$ cat src/rtl/pool_pkg.sv
// Shared constants, mode encoding and width helper for the streaming pooling unit.
package pool_pkg;

   localparam int DEF_DATA_BITS = 8;
   localparam int DEF_WINDOW    = 4;
   localparam int DEF_CHANNELS  = 1;

   typedef enum logic {
      POOL_MAX = 1'b0,
      POOL_MIN = 1'b1
   } pool_mode_t;

   // Index width that never collapses to zero bits for a single channel/element.
   function automatic int chan_w(input int count);
      return (count > 1) ? $clog2(count) : 1;
   endfunction

endpackage

$ cat src/rtl/pool_sel.sv
// Combinational signed max/min select; a tie keeps the accumulator.
// Zero latency, no flow control.
module pool_sel
   import pool_pkg::*;
#(
   parameter int DATA_BITS = DEF_DATA_BITS
) (
   input  logic                 mode_min,
   input  logic [DATA_BITS-1:0] acc,
   input  logic [DATA_BITS-1:0] sample,
   output logic [DATA_BITS-1:0] result
);

   logic take;

   always_comb begin
      take = 1'b0;
      if (pool_mode_t'(mode_min) == POOL_MIN)
         take = $signed(sample) < $signed(acc);
      else
         take = $signed(sample) > $signed(acc);
      result = take ? sample : acc;
   end

endmodule

$ cat src/rtl/maxpool_stream.sv
// Streaming signed max/min pooling over channel-interleaved windows; result registered one cycle after the final element.
// Full backpressure: in_ready drops while a result is held with out_ready low, and during clear.
module maxpool_stream
   import pool_pkg::*;
#(
   parameter int DATA_BITS = DEF_DATA_BITS,
   parameter int WINDOW    = DEF_WINDOW,
   parameter int CHANNELS  = DEF_CHANNELS,
   localparam int CW       = chan_w(CHANNELS),
   localparam int EW       = chan_w(WINDOW)
) (
   input  logic                 clk,
   input  logic                 reset,
   input  logic                 clear,
   input  logic                 mode_min,
   input  logic                 in_valid,
   output logic                 in_ready,
   input  logic [DATA_BITS-1:0] in_data,
   output logic                 out_valid,
   input  logic                 out_ready,
   output logic [DATA_BITS-1:0] out_data,
   output logic [CW-1:0]        out_chan
);

   logic [CW-1:0]        chan_cnt;
   logic [EW-1:0]        elem_cnt;
   pool_mode_t           mode_q;
   logic [DATA_BITS-1:0] acc [CHANNELS];
   logic [DATA_BITS-1:0] acc_cur;
   logic [DATA_BITS-1:0] acc_next;
   logic [DATA_BITS-1:0] fin_sel;
   logic [DATA_BITS-1:0] fin_data;
   logic                 accept;
   logic                 chan_last;
   logic                 elem_first;
   logic                 elem_last;

   assign in_ready   = !clear && (!out_valid || out_ready);
   assign accept     = in_valid && in_ready;
   assign chan_last  = (chan_cnt == CW'(CHANNELS - 1));
   assign elem_first = (elem_cnt == '0);
   assign elem_last  = (elem_cnt == EW'(WINDOW - 1));

   always_comb begin
      acc_cur = acc[0];
      for (int i = 1; i < CHANNELS; i++)
         if (chan_cnt == CW'(i))
            acc_cur = acc[i];
   end

   pool_sel #(.DATA_BITS(DATA_BITS)) u_sel_acc (
      .mode_min (mode_q == POOL_MIN),
      .acc      (acc_cur),
      .sample   (in_data),
      .result   (acc_next)
   );

   pool_sel #(.DATA_BITS(DATA_BITS)) u_sel_out (
      .mode_min (mode_q == POOL_MIN),
      .acc      (acc_cur),
      .sample   (in_data),
      .result   (fin_sel)
   );

   // A one-element window has nothing to compare against, so the sample passes through.
   assign fin_data = elem_first ? in_data : fin_sel;

   always_ff @(posedge clk or posedge reset) begin
      if (reset) begin
         chan_cnt  <= '0;
         elem_cnt  <= '0;
         mode_q    <= POOL_MAX;
         out_valid <= 1'b0;
         out_data  <= '0;
         out_chan  <= '0;
         for (int i = 0; i < CHANNELS; i++)
            acc[i] <= '0;
      end else if (clear) begin
         chan_cnt  <= '0;
         elem_cnt  <= '0;
         out_valid <= 1'b0;
      end else begin
         if (out_valid && out_ready)
            out_valid <= 1'b0;
         if (accept) begin
            if (elem_first && chan_cnt == '0)
               mode_q <= pool_mode_t'(mode_min);
            if (elem_last) begin
               out_data  <= fin_data;
               out_chan  <= chan_cnt;
               out_valid <= 1'b1;
            end else begin
               for (int i = 0; i < CHANNELS; i++)
                  if (chan_cnt == CW'(i))
                     acc[i] <= elem_first ? in_data : acc_next;
            end
            if (chan_last) begin
               chan_cnt <= '0;
               elem_cnt <= elem_last ? '0 : elem_cnt + 1'b1;
            end else begin
               chan_cnt <= chan_cnt + 1'b1;
            end
         end
      end
   end

endmodule

$ cat config.mk
export PLATFORM = sky130hd
export DESIGN_NAME = maxpool_stream
export DESIGN_NICKNAME = d
export VERILOG_FILES = /design/src/rtl/pool_pkg.sv /design/src/rtl/pool_sel.sv /design/src/rtl/maxpool_stream.sv
export SDC_FILE = /design/constraint.sdc
export NUM_CORES = 1
export LEC_CHECK = 0
export CAP_MARGIN = 0
export CORE_MARGIN = 5
export CORE_UTILIZATION = 50
export CTS_BUF_LIST = sky130_fd_sc_hd__clkbuf_16
export DETAILED_ROUTE_END_ITERATION = 7
export PLACE_DENSITY = 0.76
export SYNTH_ARGS = -nofsm -noshare
export SYNTH_HDL_FRONTEND = slang
export SYNTH_HIERARCHICAL = 1
export SYNTH_SLANG_ARGS = --single-unit
$ cat constraint.sdc
create_clock -name clk -period 2.9 [get_ports clk]
set_input_delay 0.58 -clock clk [delete_from_list [all_inputs] [get_ports clk]]
set_output_delay 0.58 -clock clk [all_outputs]
set_load 0.01 [all_outputs]
==> results by group <==
CTS
  • CTS Buf Count: 3
  • Clock transition at path regs: 0.05 ns
  • H-Tree Depth: 1
  • Cts hold-fix bufs: 0
  • Clk Tree Root Cell: clkbuf_16
  • CTS Sinks: 20
  • CTS tree: built
  • Clk_lat worst skew: 0.25 ns
  • CTS Buffer Depth: 2

Placed design
  • Dpl ws: -0.604 ns
  • Final HPWL DP: 3.17 mm
  • Gpl congestion: 0.802
  • Number of port buffers: 23

Synth
  • Seq/Total Area, Yosys: 25.6%
  • Post-Syn Area: 0.00195 mm^2
  • Post-Syn Instances: 195
  • Post-synth EDFFs: 0
  • Largest cells by area after synthesis: dfrtp_1, ha_1, mux2_4
  • Synth cell types: 31
  • Post-synth net total: 227
  • Dominant cell type by area after synthesis: dfrtp_1
  • Synth Register Bits: 20
  • Top-count cell post-synth: inv_1
  • Most frequent cells after synthesis: inv_1, dfrtp_1, ha_1, o21ai_0, mux2_2
  • Yosys top cell area share: 25.6%
  • Yosys Warn Count: 6
  • Main flop type after synthesis: dfrtp_1
  • Async SR Flop Fraction: 100%
  • Syn_area_per_cell: 10.0 um^2

Die
  • Core area: 0.00372 mm^2
  • Chip Width: 72.5 um
  • IO Count: 25
  • Row count: 22
  • Die ar.: 0.00525 mm^2
  • Initial core utilization: 52.5%
  • Die Ht: 72.5 um

STA
  • Final Hold Fails: 0
  • Final setup vio count: 0
  • FMAX: 354 MHz
  • Unrepaired setup endpoints after global routing: yes
  • Final WS setup: 0.0762 ns
  • Actual slew at the worst max-slew pin: 0.786 ns
  • Final Max Tran Viols: 0
  • Setup TNS: 0 ns
  • Ratio of final minimum period to clock period: 97.4%
  • Fin Clk Skew: 0.00125 ns
  • Relative max-transition margin: 47.6%
  • Final min period: 2.82 ns

Setup path
  • Critical Path Source Type: flip-flop
  • Worst Setup End Kind: flip-flop
  • Slowest stage delay, CP: 0.41 ns
  • Slowest library cell on the worst path: dfrtp_1
  • CP startpoint: acc[4]
  • Critical path class: reg -> reg
  • CP Data Required Time: 3.03 ns
  • Worst path cell trace: inv_1, ha_1, and4_4, buf_4, a2111oi_4, mux2i_4, buf_6, mux2_4, inv_1, o21ai_0, mux2_4
  • R2R Path Start: acc[4]
  • Crit Path Max Fanout: 5
  • Worst EP arrival: 2.96 ns

Cells and area
  • Final net count: 282
  • N_diodes: 0
  • Share of layout cells above drive strength 1: 39.5%
  • Area growth syn-to-layout: 34.5%

Detailed routing
  • Final wirelength: 4.43 mm
  • Initial DRC count: 60
  • Drt first pass iters: 4
  • Number of vias per cell: 5.38
  • Final ANT Viol Nets: 0
  • WL per Instance: 15.0 um
  • Drt drc: 0
  • Via count: 1,591

Global route
  • Pin count of the biggest net entering global routing: 26
  • GRT overflow: 0
  • First-pass GRT wire length: 7.12 mm
  • Gr usage total: 16.9%
  • Initial antenna violation count: 0
  • Vias in the first global route: 1,600

Hold path
  • Hold Path Class: reg -> reg
  • Hold wc startpoint: out_data[2]

Run
  • Max-Cap Viols: 0

Power
  • Pwr Density: 758 mW/mm^2
  • Largest vdd supply drop: 0.000407 V
  • Static Leakage: 1.34 nW

Run status
  • Outcome: finished clean
==> power breakdown <==
part           switching, mW  total (mW)  internal, mW
clock                 0.0971       0.279         0.182
sequential            0.0824       0.428         0.345
combinational          0.523        1.28         0.760
total                  0.703        1.99          1.29
==> registers in the layout (all words and copies together) (netlist names) <==
| register | flops |
|---|---|
| out_data | 8 |
| acc | 8 |
| mode_q | 1 |
| out_valid | 1 |
| elem_cnt | 2 |
==> cells in the final DEF, fill, tap and decap left out, types with 2 or more instances in the layout <==
| cell | netlist | routed |
|---|---|---|
| buf_2 | 0 | 5 |
| buf_4 | 1 | 30 |
| a21oi_1 | 5 | 3 |
| a21o_1 | 2 | 2 |
| ha_1 | 18 | 11 |
| and4_4 | 2 | 2 |
| inv_1 | 39 | 37 |
| mux2_4 | 14 | 21 |
| a2111oi_4 | 2 | 2 |
| and4_1 | 2 | 2 |
| mux2i_4 | 2 | 2 |
| nor2_1 | 3 | 3 |
| nand2_1 | 15 | 15 |
| o21ai_1 | 0 | 3 |
| ha_4 | 0 | 7 |
| inv_2 | 0 | 2 |
| mux2_2 | 17 | 10 |
| o21ai_0 | 18 | 15 |
| dlygate4sd2_1 | 0 | 2 |
| nor2b_1 | 3 | 3 |
| o2111a_4 | 2 | 2 |
| nand4_1 | 2 | 2 |
| mux2i_1 | 8 | 8 |
| a21bo_2 | 2 | 2 |
| a211oi_1 | 4 | 4 |
| clkdlybuf4s50_1 | 0 | 15 |
| o32ai_1 | 2 | 2 |
| dfrtp_1 | 20 | 20 |
| clkbuf_16 | 0 | 3 |
| a21oi_2 | 0 | 2 |
| buf_6 | 3 | 2 |
==> cells by family after synthesis <==
family | count (synthesis) | synth area share [%]
AO/OA/AOI/OAI | 39 | 15.9
adder cells (fa/ha/maj) | 18 | 11.5
buffers and inverters | 45 | 10.0
flip-flops | 20 | 25.6
multiplexers | 41 | 27.0
other | 1 | 0.192
AND/OR/NAND/NOR | 31 | 9.74
==> timing repair <==
| item | CTS | global route |
|---|---|---|
| resized for setup | 32 | 18 |
| endpoints found under the hold margin | 0 | 0 |
| endpoints found under the setup margin | 15 | 14 |
| pin swaps | 6 | 6 |
| setup buffers | 3 | 5 |
==> critical path: cells and delay by family, from the launching register on <==
kind | cells | cell delay (ns)
flops | 1 | 0.41
compound gates | 2 | 0.46
buf+inv | 4 | 0.44
mux | 3 | 0.92
fa+ha+maj | 1 | 0.30
simple gates | 1 | 0.17
==> final cells by class <==
cell class / instances / area, um^2
inverter: 39 / 146
sequential: 20 / 500
clock buffer: 3 / 75.1
fill: 275 / 1090
timing repair buffer: 56 / 465
multi-input combinational: 130 / 1380
tap: 48 / 60.1
==> through the flow <==
step | area, um^2 | util (%) | hold WS (ns) | instances | power [mW]
2_1_floorplan | 1950 | - | 0.544 | 195 | 1.20
3_3_place_gp | 2390 | 64.4 | 0.489 | 285 | 1.53
3_5_place_dp | 2390 | 64.4 | 0.499 | 285 | 1.55
4_1_cts | 2560 | 68.9 | 0.511 | 291 | 1.91
5_1_grt | 2630 | 70.6 | 0.524 | 296 | 2.13
6_report | 2630 | 70.6 | 0.508 | 296 | 1.99
==> routing by layer <==
layer  vias to the layer above  wire, um  part of all wire (%)  global-route usage (%)
li1                        790         -                     -                       -
met5                         -         0                     0                       0
met3                         6       186                   4.2                    3.19
met4                         0        45                   1.0                    2.05
met1                       760      1930                    44                    20.8
met2                        35      2270                    51                    31.3
==> worst paths after layout <==
check                         endpoint  slack [ns]  cells past startpoint
min in group asynchronous  out_data[0]        0.77                      2
setup reg to reg           out_data[3]        0.08                     11
max in group asynchronous       acc[1]        1.64                      2
hold reg to reg            out_data[2]        0.51                      1
setup / recovery           out_data[3]        0.08                     11
hold / removal             out_data[2]        0.51                      1
(Power assumes the default switching activity.)
